==> src/rtl/dac_win_pkg.sv <==
// Shared types, edge-select codes and packed-vector helpers for the
// DAC window discriminator.
package dac_win_pkg;

   typedef enum logic [1:0] {
      ST_IDLE    = 2'b00,
      ST_TRACK   = 2'b01,
      ST_REFRACT = 2'b10
   } state_e;

   localparam logic [1:0] EDGE_OFF   = 2'b00;
   localparam logic [1:0] EDGE_ENTER = 2'b01;
   localparam logic [1:0] EDGE_LEAVE = 2'b10;
   localparam logic [1:0] EDGE_BOTH  = 2'b11;

   // Bit offset of field k in a packed per-window vector (k = 0 in the LSBs).
   function automatic int field_lsb(input int k, input int width);
      return k * width;
   endfunction

   function automatic logic edge_hit(input logic [1:0] sel, input logic in_now,
                                     input logic in_prev);
      case (sel)
         EDGE_OFF:   return 1'b0;
         EDGE_ENTER: return in_now & ~in_prev;
         EDGE_LEAVE: return ~in_now & in_prev;
         EDGE_BOTH:  return in_now ^ in_prev;
         default:    return 1'b0;
      endcase
   endfunction

endpackage

==> src/rtl/dac_win_check.sv <==
// One time/amplitude window: match on the current sample, sticky satisfied
// flag, and detection of a window that has passed without being satisfied.
module dac_win_check
   import dac_win_pkg::*;
#(
   parameter int DATA_W = 16,
   parameter int CNT_W  = 16
) (
   input  logic              clk_i,
   input  logic              rst_i,
   input  logic              clear_i,
   input  logic              load_i,
   input  logic              upd_i,
   input  logic [CNT_W-1:0]  idx_i,
   input  logic              en_i,
   input  logic [CNT_W-1:0]  start_i,
   input  logic [CNT_W-1:0]  stop_i,
   input  logic [DATA_W-1:0] lo_i,
   input  logic [DATA_W-1:0] hi_i,
   input  logic [DATA_W-1:0] sample_i,
   output logic              flag_o,
   output logic              flag_now_o,
   output logic              late_o
);
   logic armed;
   logic match;
   logic flag_q, flag_d;

   // Disabled or inverted windows never constrain the decision.
   assign armed = en_i && (start_i <= stop_i);
   assign match = armed && (idx_i >= start_i) && (idx_i <= stop_i)
                  && (sample_i >= lo_i) && (sample_i <= hi_i);

   // A trigger sample discards whatever the previous event left behind.
   assign flag_now_o = !armed || match || (flag_q && !load_i);
   assign late_o     = armed && (idx_i > stop_i) && !flag_now_o;

   always_comb begin
      flag_d = flag_q;
      if (clear_i) begin
         flag_d = 1'b0;
      end else if (load_i || upd_i) begin
         flag_d = flag_now_o;
      end
   end

   always_ff @(posedge clk_i) begin
      if (rst_i) begin
         flag_q <= 1'b0;
      end else begin
         flag_q <= flag_d;
      end
   end

   assign flag_o = flag_q;

endmodule

==> src/rtl/dac_window_discriminator.sv <==
// Threshold-triggered spike discriminator for one DAC channel: N_WIN
// time/amplitude windows must all be satisfied by the decision sample.
module dac_window_discriminator
   import dac_win_pkg::*;
#(
   parameter int DATA_W = 16,
   parameter int N_WIN  = 4,
   parameter int CNT_W  = 16
) (
   input  logic                    dataclk,
   input  logic                    reset,
   input  logic                    enable,
   input  logic                    sample_valid,
   input  logic [DATA_W-1:0]       sample_in,
   input  logic [DATA_W-1:0]       thresh,
   input  logic                    thresh_pol,
   input  logic [1:0]              edge_type,
   input  logic [N_WIN-1:0]        win_en,
   input  logic [N_WIN*CNT_W-1:0]  win_start,
   input  logic [N_WIN*CNT_W-1:0]  win_stop,
   input  logic [N_WIN*DATA_W-1:0] win_lo,
   input  logic [N_WIN*DATA_W-1:0] win_hi,
   input  logic [CNT_W-1:0]        stop_max,
   input  logic [CNT_W-1:0]        hold_samples,
   input  logic [CNT_W-1:0]        refract_samples,
   output logic                    hit,
   output logic                    hit_hold,
   output logic                    reject,
   output logic [1:0]              fsm_state,
   output logic [N_WIN-1:0]        win_flags,
   output logic [CNT_W-1:0]        sample_cnt
);
   state_e           state_q, state_d;
   logic             prev_q, prev_d;
   logic [CNT_W-1:0] cnt_q, cnt_d;
   logic [CNT_W-1:0] hold_cnt_q, hold_cnt_d;
   logic [CNT_W-1:0] ref_cnt_q, ref_cnt_d;
   logic             hit_q, hit_d;
   logic             reject_q, reject_d;

   logic             in_region, trig, load, upd, eval;
   logic             decide, accept, rejecting;
   logic [CNT_W-1:0] idx;
   logic [N_WIN-1:0] flag_now, late;

   assign in_region = thresh_pol ? (sample_in >= thresh) : (sample_in <= thresh);
   assign trig      = edge_hit(edge_type, in_region, prev_q);
   assign load      = sample_valid && enable && (state_q == ST_IDLE) && trig;
   assign upd       = sample_valid && enable && (state_q == ST_TRACK);
   assign eval      = load || upd;
   // cnt_q holds the index of the last evaluated sample; the trigger is index 0.
   assign idx       = load ? '0 : cnt_q + CNT_W'(1);
   assign decide    = eval && (idx == stop_max);
   assign accept    = decide && (&flag_now) && !(|late);
   assign rejecting = eval && ((|late) || (decide && !(&flag_now)));

   for (genvar gi = 0; gi < N_WIN; gi++) begin : g_win
      localparam int CL = field_lsb(gi, CNT_W);
      localparam int DL = field_lsb(gi, DATA_W);
      dac_win_check #(.DATA_W(DATA_W), .CNT_W(CNT_W)) u_chk (
         .clk_i      (dataclk),
         .rst_i      (reset),
         .clear_i    (!enable),
         .load_i     (load),
         .upd_i      (upd),
         .idx_i      (idx),
         .en_i       (win_en[gi]),
         .start_i    (win_start[CL +: CNT_W]),
         .stop_i     (win_stop[CL +: CNT_W]),
         .lo_i       (win_lo[DL +: DATA_W]),
         .hi_i       (win_hi[DL +: DATA_W]),
         .sample_i   (sample_in),
         .flag_o     (win_flags[gi]),
         .flag_now_o (flag_now[gi]),
         .late_o     (late[gi])
      );
   end

   always_ff @(posedge dataclk) begin
      if (reset) begin
         state_q <= ST_IDLE;
      end else begin
         state_q <= state_d;
      end
   end

   always_comb begin
      state_d = state_q;
      if (!enable) begin
         state_d = ST_IDLE;
      end else begin
         case (state_q)
            ST_IDLE:    if (load) state_d = (accept || rejecting) ? ST_REFRACT : ST_TRACK;
            ST_TRACK:   if (accept || rejecting) state_d = ST_REFRACT;
            ST_REFRACT: if (sample_valid && (ref_cnt_q == '0)) state_d = ST_IDLE;
            default:    state_d = ST_IDLE;
         endcase
      end
   end

   always_comb begin
      prev_d     = sample_valid ? in_region : prev_q;
      cnt_d      = cnt_q;
      hold_cnt_d = hold_cnt_q;
      ref_cnt_d  = ref_cnt_q;
      hit_d      = accept;
      reject_d   = rejecting;
      if (!enable) begin
         cnt_d      = '0;
         hold_cnt_d = '0;
         ref_cnt_d  = '0;
      end else begin
         if (eval) cnt_d = idx;
         if (accept) begin
            hold_cnt_d = hold_samples;
         end else if (sample_valid && (hold_cnt_q != '0)) begin
            hold_cnt_d = hold_cnt_q - CNT_W'(1);
         end
         if (accept || rejecting) begin
            ref_cnt_d = refract_samples;
         end else if ((state_q == ST_REFRACT) && sample_valid && (ref_cnt_q != '0)) begin
            ref_cnt_d = ref_cnt_q - CNT_W'(1);
         end
      end
   end

   always_ff @(posedge dataclk) begin
      if (reset) begin
         prev_q     <= 1'b0;
         cnt_q      <= '0;
         hold_cnt_q <= '0;
         ref_cnt_q  <= '0;
         hit_q      <= 1'b0;
         reject_q   <= 1'b0;
      end else begin
         prev_q     <= prev_d;
         cnt_q      <= cnt_d;
         hold_cnt_q <= hold_cnt_d;
         ref_cnt_q  <= ref_cnt_d;
         hit_q      <= hit_d;
         reject_q   <= reject_d;
      end
   end

   assign hit        = hit_q;
   assign reject     = reject_q;
   assign hit_hold   = hit_q || (hold_cnt_q != '0);
   assign fsm_state  = state_q;
   assign sample_cnt = cnt_q;

endmodule

==> config.mk <==
export PLATFORM = sky130hd
export DESIGN_NAME = dac_window_discriminator
export DESIGN_NICKNAME = d
export VERILOG_FILES = /design/src/rtl/dac_win_pkg.sv /design/src/rtl/dac_win_check.sv /design/src/rtl/dac_window_discriminator.sv
export SDC_FILE = /design/constraint.sdc
export NUM_CORES = 1
export LEC_CHECK = 0
export CAP_MARGIN = 20
export CORE_MARGIN = 2
export CORE_UTILIZATION = 50
export CTS_CLUSTER_SIZE = 28
export DETAILED_ROUTE_END_ITERATION = 10
export PLACE_DENSITY_LB_ADDON = 0.12
export RECOVER_POWER = 50
export SLEW_MARGIN = 20
export SYNTH_ARGS = -nofsm -noshare
export SYNTH_HDL_FRONTEND = slang
export SYNTH_HIERARCHICAL = 1
export SYNTH_SLANG_ARGS = --single-unit
==> constraint.sdc <==
create_clock -name dataclk -period 16.9 [get_ports dataclk]
set_clock_uncertainty 0.15 [all_clocks]
set_input_delay 5.07 -clock dataclk [delete_from_list [all_inputs] [get_ports dataclk]]
set_output_delay 5.07 -clock dataclk [all_outputs]
set_load 0.01 [all_outputs]
Yosys cells after proc, flatten, opt, wreduce, memory -nomap -nowiden
Cells that the tools add are included.
{"block": "word_totals", "word_cells": 146, "out_inout_bits": 25, "inputBits": 347, "ff_bits": 57}
{"block": "classes", "n_reduce_logical": 79, "mux": 12, "bitwise": 6, "n_lt_le_gt_ge": 26, "add_sub_neg": 3, "eq_ne": 9}
{"op": "$le 16x16->1", "count": 13}
{"op": "$ge 16x16->1", "count": 9}
{"op": "$mux 16", "count": 5}
{"op": "$gt 16x16->1", "count": 4}
{"op": "$logic_and 1x1->1", "count": 45}
{"op": "$reduce_bool 16->1", "count": 2}
{"op": "$sub 16x1->16 const B", "count": 2}
{"op": "$add 16x1->16 const B", "count": 1}
{"op": "$eq 16x16->1", "count": 1}
{"op": "$logic_not 16->1", "count": 1}
{"op": "$logic_or 1x1->1", "count": 12}
{"op": "$logic_not 1->1", "count": 11}
{"op": "$mux 2", "count": 4}
{"op": "$eq 2x2->1 const B", "count": 3}
{"op": "$pmux 2 s3", "count": 1}
{"op": "$eq 2x1->1 const B", "count": 2}
{"op": "$logic_not 2->1", "count": 2}
{"op": "$ne 2x1->1 const B", "count": 2}
{"op": "$pmux 1 s4", "count": 1}
{"op": "$reduce_and 4->1", "count": 1}
{"op": "$reduce_bool 2->1", "count": 2}
{"op": "$reduce_or 4->1", "count": 1}
{"op": "$not 1->1", "count": 3}
{"op": "$reduce_and 3->1", "count": 1}
{"op": "other kinds (5)", "count": 6}

Longest topological paths before layout
{"block": "logic_depth", "ltp_word": 23, "depth_mapped": 35, "ltp_nobuf": 31}

Modules after synthesis
The synthesis kept the hierarchy.
{"mod": "dac_win_check", "seq_area_each_um2": 20.0, "cells_per_inst": 267, "area_per_inst_um2": 2009.4, "instances": 4}
{"mod": "dac_window_discriminator", "seq_area_each_um2": 1061.0, "cells_per_inst": 539, "area_per_inst_um2": 4217.8, "instances": 1}

Worst setup path after synthesis
No wires, ideal clock.
{"block": "synth_path", "path_type": "input port to flip-flop", "from": "input port thresh[9]", "to": "register hold_cnt_q[10]", "n_path_buf": 5, "stages": 33, "t_required_ps": 16607, "setup_time_ps": 143, "arrival_time_ps": 11120, "setup_slack_ps": 5487, "path_cell_list": "inv_1 -> ha_1 -> a21o_1 -> a21o_1 -> a21o_1 -> a21o_1 -> a21oi_1 -> o21ai_0 -> a21oi_1 -> xnor2_1 -> nand2_1 -> ha_1 -> nor2b_1 -> o21a_1 -> o21ai_1 -> inv_1 -> buf_2 -> buf_1 -> clkbuf_1 -> nor2_1 -> ha_1 -> a21oi_1 -> nand2_1 -> a221oi_1 -> o221a_2 -> nor3_1 -> or4_1 -> nor2_1 -> or4b_1 -> buf_2 -> buf_2 -> nor2_1 -> a211oi_2"}
{"block": "synth_via", "elab_chain_len": 20, "elab_cells_between_ends": 73, "classes_between": "14 x order compare; 1 x eq/ne; 4 x mux; 4 x bitwise; 50 x reduce/logical"}
{"item": "from (decl)", "line_no": "dac_window_discriminator.sv:15", "text": "input logic [DATA_W-1:0] thresh,"}
{"item": "$le 16x16->1 / $ge 16x16->1 (equally long branches)", "line_no": "dac_window_discriminator.sv:46", "text": "assign in_region = thresh_pol ? (sample_in >= thresh) : (sample_in <= thresh);"}
{"item": "$mux 1 (*)", "line_no": "dac_window_discriminator.sv:46"}
{"item": "named net in_region", "line_no": "dac_window_discriminator.sv:41", "text": "logic in_region, trig, load, upd, eval;"}
{"item": "$not 1->1", "line_no": "dac_win_pkg.sv:26", "text": "EDGE_LEAVE: return ~in_now & in_prev;"}
{"item": "$and 1x1->1", "line_no": "dac_win_pkg.sv:26"}
{"item": "$pmux 1 s4 (*)", "line_no": "dac_win_pkg.sv:23", "text": "case (sel)"}
{"item": "$logic_and 1x1->1 (*)", "line_no": "dac_window_discriminator.sv:48", "text": "assign load = sample_valid && enable && (state_q == ST_IDLE) && trig;"}
{"item": "named net load", "line_no": "dac_window_discriminator.sv:41"}
{"item": "[... 1 more ...]"}
{"item": "named net idx[10]", "line_no": "dac_window_discriminator.sv:43", "text": "logic [CNT_W-1:0] idx;"}
{"item": "[... 5 more ...]"}
{"item": "$logic_or 1x1->1 (2 in a row)", "line_no": "dac_win_check.sv:35", "text": "assign flag_now_o = !armed || match || (flag_q && !load_i);"}
{"item": "$logic_not 1->1", "line_no": "dac_win_check.sv:36", "text": "assign late_o = armed && (idx_i > stop_i) && !flag_now_o;"}
{"item": "$logic_and 1x1->1 (*)", "line_no": "dac_win_check.sv:36"}
{"item": "named net late[1]", "line_no": "dac_window_discriminator.sv:44", "text": "logic [N_WIN-1:0] flag_now, late;"}
{"item": "$reduce_or 4->1 (*)", "line_no": "dac_window_discriminator.sv:54", "text": "assign accept = decide && (&flag_now) && !(|late);"}
{"item": "$logic_not 1->1 (*)", "line_no": "dac_window_discriminator.sv:54"}
{"item": "$logic_and 1x1->1 (*)", "line_no": "dac_window_discriminator.sv:54"}
{"item": "$mux 16 / $reduce_bool 2->1 (equally long branches)"}
{"item": "to (signal assigned)", "line_no": "dac_window_discriminator.sv:138", "text": "hold_cnt_q <= hold_cnt_d;"}
{"item": "to (decl)", "line_no": "dac_window_discriminator.sv:36", "text": "logic [CNT_W-1:0] hold_cnt_q, hold_cnt_d;"}
Mark *: on every way through the listed nets, which the timed path passes. The rest lies on a longest branch.
A chain may end at the register's enable or synchronous reset.

Worst setup path after layout
{"block": "layout_path", "from": "input port sample_in[9]", "to": "register ref_cnt_q[11]"}
{"block": "layout_via", "elab_chain_len": 21, "elab_cells_between_ends": 86, "classes_between": "22 x order compare; 1 x eq/ne; 4 x mux; 4 x bitwise; 55 x reduce/logical"}
{"item": "from (decl)", "line_no": "dac_window_discriminator.sv:14", "text": "input logic [DATA_W-1:0] sample_in,"}
{"item": "$le 16x16->1 / $ge 16x16->1 (equally long branches)", "line_no": "dac_window_discriminator.sv:46"}
{"item": "$mux 1 (*)", "line_no": "dac_window_discriminator.sv:46"}
{"item": "named net in_region", "line_no": "dac_window_discriminator.sv:41"}
{"item": "$not 1->1", "line_no": "dac_win_pkg.sv:26"}
{"item": "$and 1x1->1", "line_no": "dac_win_pkg.sv:26"}
{"item": "$pmux 1 s4 (*)", "line_no": "dac_win_pkg.sv:23"}
{"item": "$logic_and 1x1->1 (*)", "line_no": "dac_window_discriminator.sv:48"}
{"item": "$mux 16 (*)", "line_no": "dac_window_discriminator.sv:52", "text": "assign idx = load ? '0 : cnt_q + CNT_W'(1);"}
{"item": "named net idx[9]", "line_no": "dac_window_discriminator.sv:43"}
{"item": "[... 7 more ...]"}
{"item": "$logic_not 1->1", "line_no": "dac_win_check.sv:36"}
{"item": "$logic_and 1x1->1 (*)", "line_no": "dac_win_check.sv:36"}
{"item": "named net late[2]", "line_no": "dac_window_discriminator.sv:44"}
{"item": "$reduce_or 4->1 (*)", "line_no": "dac_window_discriminator.sv:54, dac_window_discriminator.sv:55"}
{"item": "$logic_not 1->1 / $logic_or 1x1->1 (equally long branches)", "line_no": "dac_window_discriminator.sv:54, dac_window_discriminator.sv:55"}
{"item": "$logic_and 1x1->1 (on tied branches)", "line_no": "dac_window_discriminator.sv:54, dac_window_discriminator.sv:55"}
{"item": "$logic_or 1x1->1 (*)", "line_no": "dac_window_discriminator.sv:119", "text": "if (accept || rejecting) begin"}
{"item": "$mux 16 / $reduce_bool 2->1 (equally long branches)"}
{"item": "to (signal assigned)", "line_no": "dac_window_discriminator.sv:139", "text": "ref_cnt_q <= ref_cnt_d;"}
{"item": "to (decl)", "line_no": "dac_window_discriminator.sv:37", "text": "logic [CNT_W-1:0] ref_cnt_q, ref_cnt_d;"}
Marked as above.

==> results.tsv <==
stage	metric	value	unit
cts	cts_made_buffers	9	
yosys	synthesis.nets	2295	
yosys	synthCells	1607	
status	status	finished clean	
timing	worst_slack	1460	ps
cts	clock_sinks	57	
placed_design	numPortBuffers	371	
final_layout	fillers	1978	
yosys	ys_top_cells_by_area	ha_1 (35%), inv_1 (9.3%), dfxtp_1 (9.3%), a21oi_1 (4.9%), nor2_1 (3.3%)	
timing	hold_violations	0	
flow_run	max_cap_viol_count	0	
final_layout	final_util	68.9	%
global_routing	grt_pass1_wl	67.2	mm
floorplanning	fp.dieW	161	um
final_layout	final_cell_mix	clkdlybuf4s50_1 (345), ha_1 (341), inv_1 (304), a21oi_1 (119), nor2_1 (107)	
final_layout	final_common_cell	clkdlybuf4s50_1	
timing	period_share	91.3	%
yosys	synthArstFlopShare	0	%
power	leakagePower	8.31	nW
placed_design	post-place-ws	2320	ps
cts	htree_levels	3	
global_routing	grtUsageTotal	32.6	%
detailed_routing	final_antenna_net_count	0	
worst_hold_path	hold_path_class	flip-flop to flip-flop	
placed_design	place_hpwl	36.7	mm
cts	path_clk_slew	60	ps
detailed_routing	wl_per_cell	18.5	um
timing	setup_viol	0	
global_routing	antenna_found_initial	3	
cts	clock_path_buffers	2	
yosys	synth_mux_area_share	0.419	%
yosys	avgSynthCellArea	7.63	um2
cts	root_buffer	clkbuf_16	
critical_path	endpoint_kind	flip-flop	
global_routing	grt_pass1_vias	13400	
timing	fin_tns_setup	0	ps
critical_path	arrival	15450	ps
yosys	synth-edff-count	0	
detailed_routing	vias_per_cell	5.76	
timing	relSlewSlack	15.3	%
power	powerDensity	44.2	nW/um2
timing	maxSlewViolCount	0	
detailed_routing	firstDrtPassIters	7	
yosys	synth_largest_area_cell	ha_1	
floorplanning	core_area	24200	um2
cts	cts-resized-gates	0	
yosys	synthFlopType	dfxtp_1	
floorplanning	dieArea	25800	um2
detailed_routing	drc	0	
timing	fmax	64.8	MHz
critical_path	required	16920	ps
yosys	ys_seq_area_share	9.31	%
timing	min_period	15440	ps
cts	clk_latency	340	ps
critical_path	path_class	primary input to flip-flop	
floorplanning	start_util	50.7	%
timing	timing.hold.ws	381	ps
global_routing	grt_max_degree	37	
yosys	synth-simple-area-share	19.6	%
cts	hold_buffers	0	
yosys	syn-cell-area	12300	um2
yosys	synth-compound-area-share	21.4	%
yosys	synth-xor-area-share	4.11	%
yosys	ys_warn_count	6	
timing	rsz0062_at_grt	false	
timing	worst-slew-pin-transition	1260	ps
detailed_routing	vias	13200	
floorplanning	io_pins	372	
yosys	netlist.area_leader.share	34.8	%
detailed_routing	drt-initial-drc-count	776	
final_layout	final_cells	2300	
critical_path	worst_setup_path_start_kind	primary input	
final_layout	syn_to_final_growth	35.9	%
placed_design	place_congestion	0.973	
yosys	synth-seq-cells	57	
placed_design	dp.cells	2281	
yosys	synthAdderAreaFrac	34.8	%
power	ir_drop	0.0000793	V
detailed_routing	totalWireLength	42.6	mm
yosys	synthDistinctLibCells	73	
critical_path	crit_fanout	36	
final_layout	final_nets	2656	
final_layout	drive_above_1_share	3.95	%
floorplanning	num_rows	57	
cts	postCtsSetupBuffers	0	
global_routing	overflow	0	
floorplanning	die_y	161	um
yosys	synth_top_family_by_area	adder cells	
cts	cts_tree	built	
==> kinds of logic (layout without fill, tap and decap cells) <==
family / Yosys count / after routing
adder cells (fa/ha/maj): 341 / 341
flip-flops: 57 / 57
XOR/XNOR: 56 / 56
other: 0 / 3
AO/OA/AOI/OAI: 376 / 376
multiplexers: 5 / 5
buffers and inverters: 331 / 697
AND/OR/NAND/NOR: 441 / 441
==> path summary, 6_finish.rpt <==
| path | startpoint | cells past startpoint | slack (ps) | endpoint |
|---|---|---|---|---|
| min reg2reg | ref_cnt_q[11] | 2 | 380 | ref_cnt_q[11] |
| min | ref_cnt_q[11] | 2 | 380 | ref_cnt_q[11] |
| max | sample_in[9] | 28 | 1460 | ref_cnt_q[11] |
| max reg2reg | prev_q | 18 | 8370 | ref_cnt_q[11] |
==> routing by layer <==
layer  wire length [um]  GRT usage, %
met5                  0             0
met4               2140          15.5
met3               2670          3.67
met2              20000          57.1
met1              17800          39.8
==> cell usage after synthesis, types with 7 or more instances <==
library cell  count
o21ai_0          48
a21oi_1         119
nand2_1          88
clkbuf_1         13
a221oi_1         14
or3_1            17
o311a_1           8
o22ai_2           8
a2111oi_0         9
buf_2             8
o21a_1           15
o21ai_1          10
nor2_1          107
dfxtp_1          57
xnor2_1          37
a211oi_2         15
nand4_1          49
nor2b_1          13
nand2b_1         12
ha_1            341
xor2_1           18
a211oi_1         41
or4_1             7
nor4_1           21
a21o_1           17
inv_1           305
nand3_1          36
nor3_1           38
o211ai_1         11
==> sequential cells by signal, summed over array words and instances (netlist names) <==
register,count
hold_cnt_q,16
sample_cnt,16
fsm_state,2
prev_q,1
ref_cnt_q,16
reject,1
hit,1
g_win.u_chk/flag_o,4
==> final cells by class <==
class	instances	area (um2)	area share [%]
well taps	324	405	2.43
diodes	3	7.51	0.0451
clock inverters	7	125	0.751
repair buffers	375	3740	22.5
inverters	306	1150	6.90
flip-flops and latches	57	1140	6.85
multi-input cells	1219	9850	59.2
clock buffers	9	225	1.35
==> through the flow <==
step	cell area, um2	power, mW
global route	16600	0.785
global placement	16300	0.505
CTS	16600	0.735
detailed placement	16300	0.514
floorplan	12300	0.360
finish	16600	0.736
==> worst max-delay path, stage by stage <==
cell,delay [ps]
dlygate4sd3_1,830
ha_1,330
a21o_1,180
a21o_1,170
a21o_1,160
a21o_1,170
a21oi_1,130
o21ai_0,150
a21oi_1,170
xnor2_1,170
nand2_1,90
ha_1,280
nor2b_1,50
o21a_1,210
o21ai_0,980
clkinv_1,1230
nor2_1,1270
ha_1,300
nand4_1,160
or3_1,370
o221a_2,300
nor3_1,380
or4_1,210
nor2_1,110
nor2_1,790
nor2_1,220
nor2_1,740
a311oi_1,180
==> power by group <==
group | internal, mW | total [mW] | switching (mW)
registers | 0.143 | 0.151 | 0.00796
logic | 0.185 | 0.366 | 0.181
clock network | 0.146 | 0.219 | 0.0737
Power figures use the tool's default switching activity.
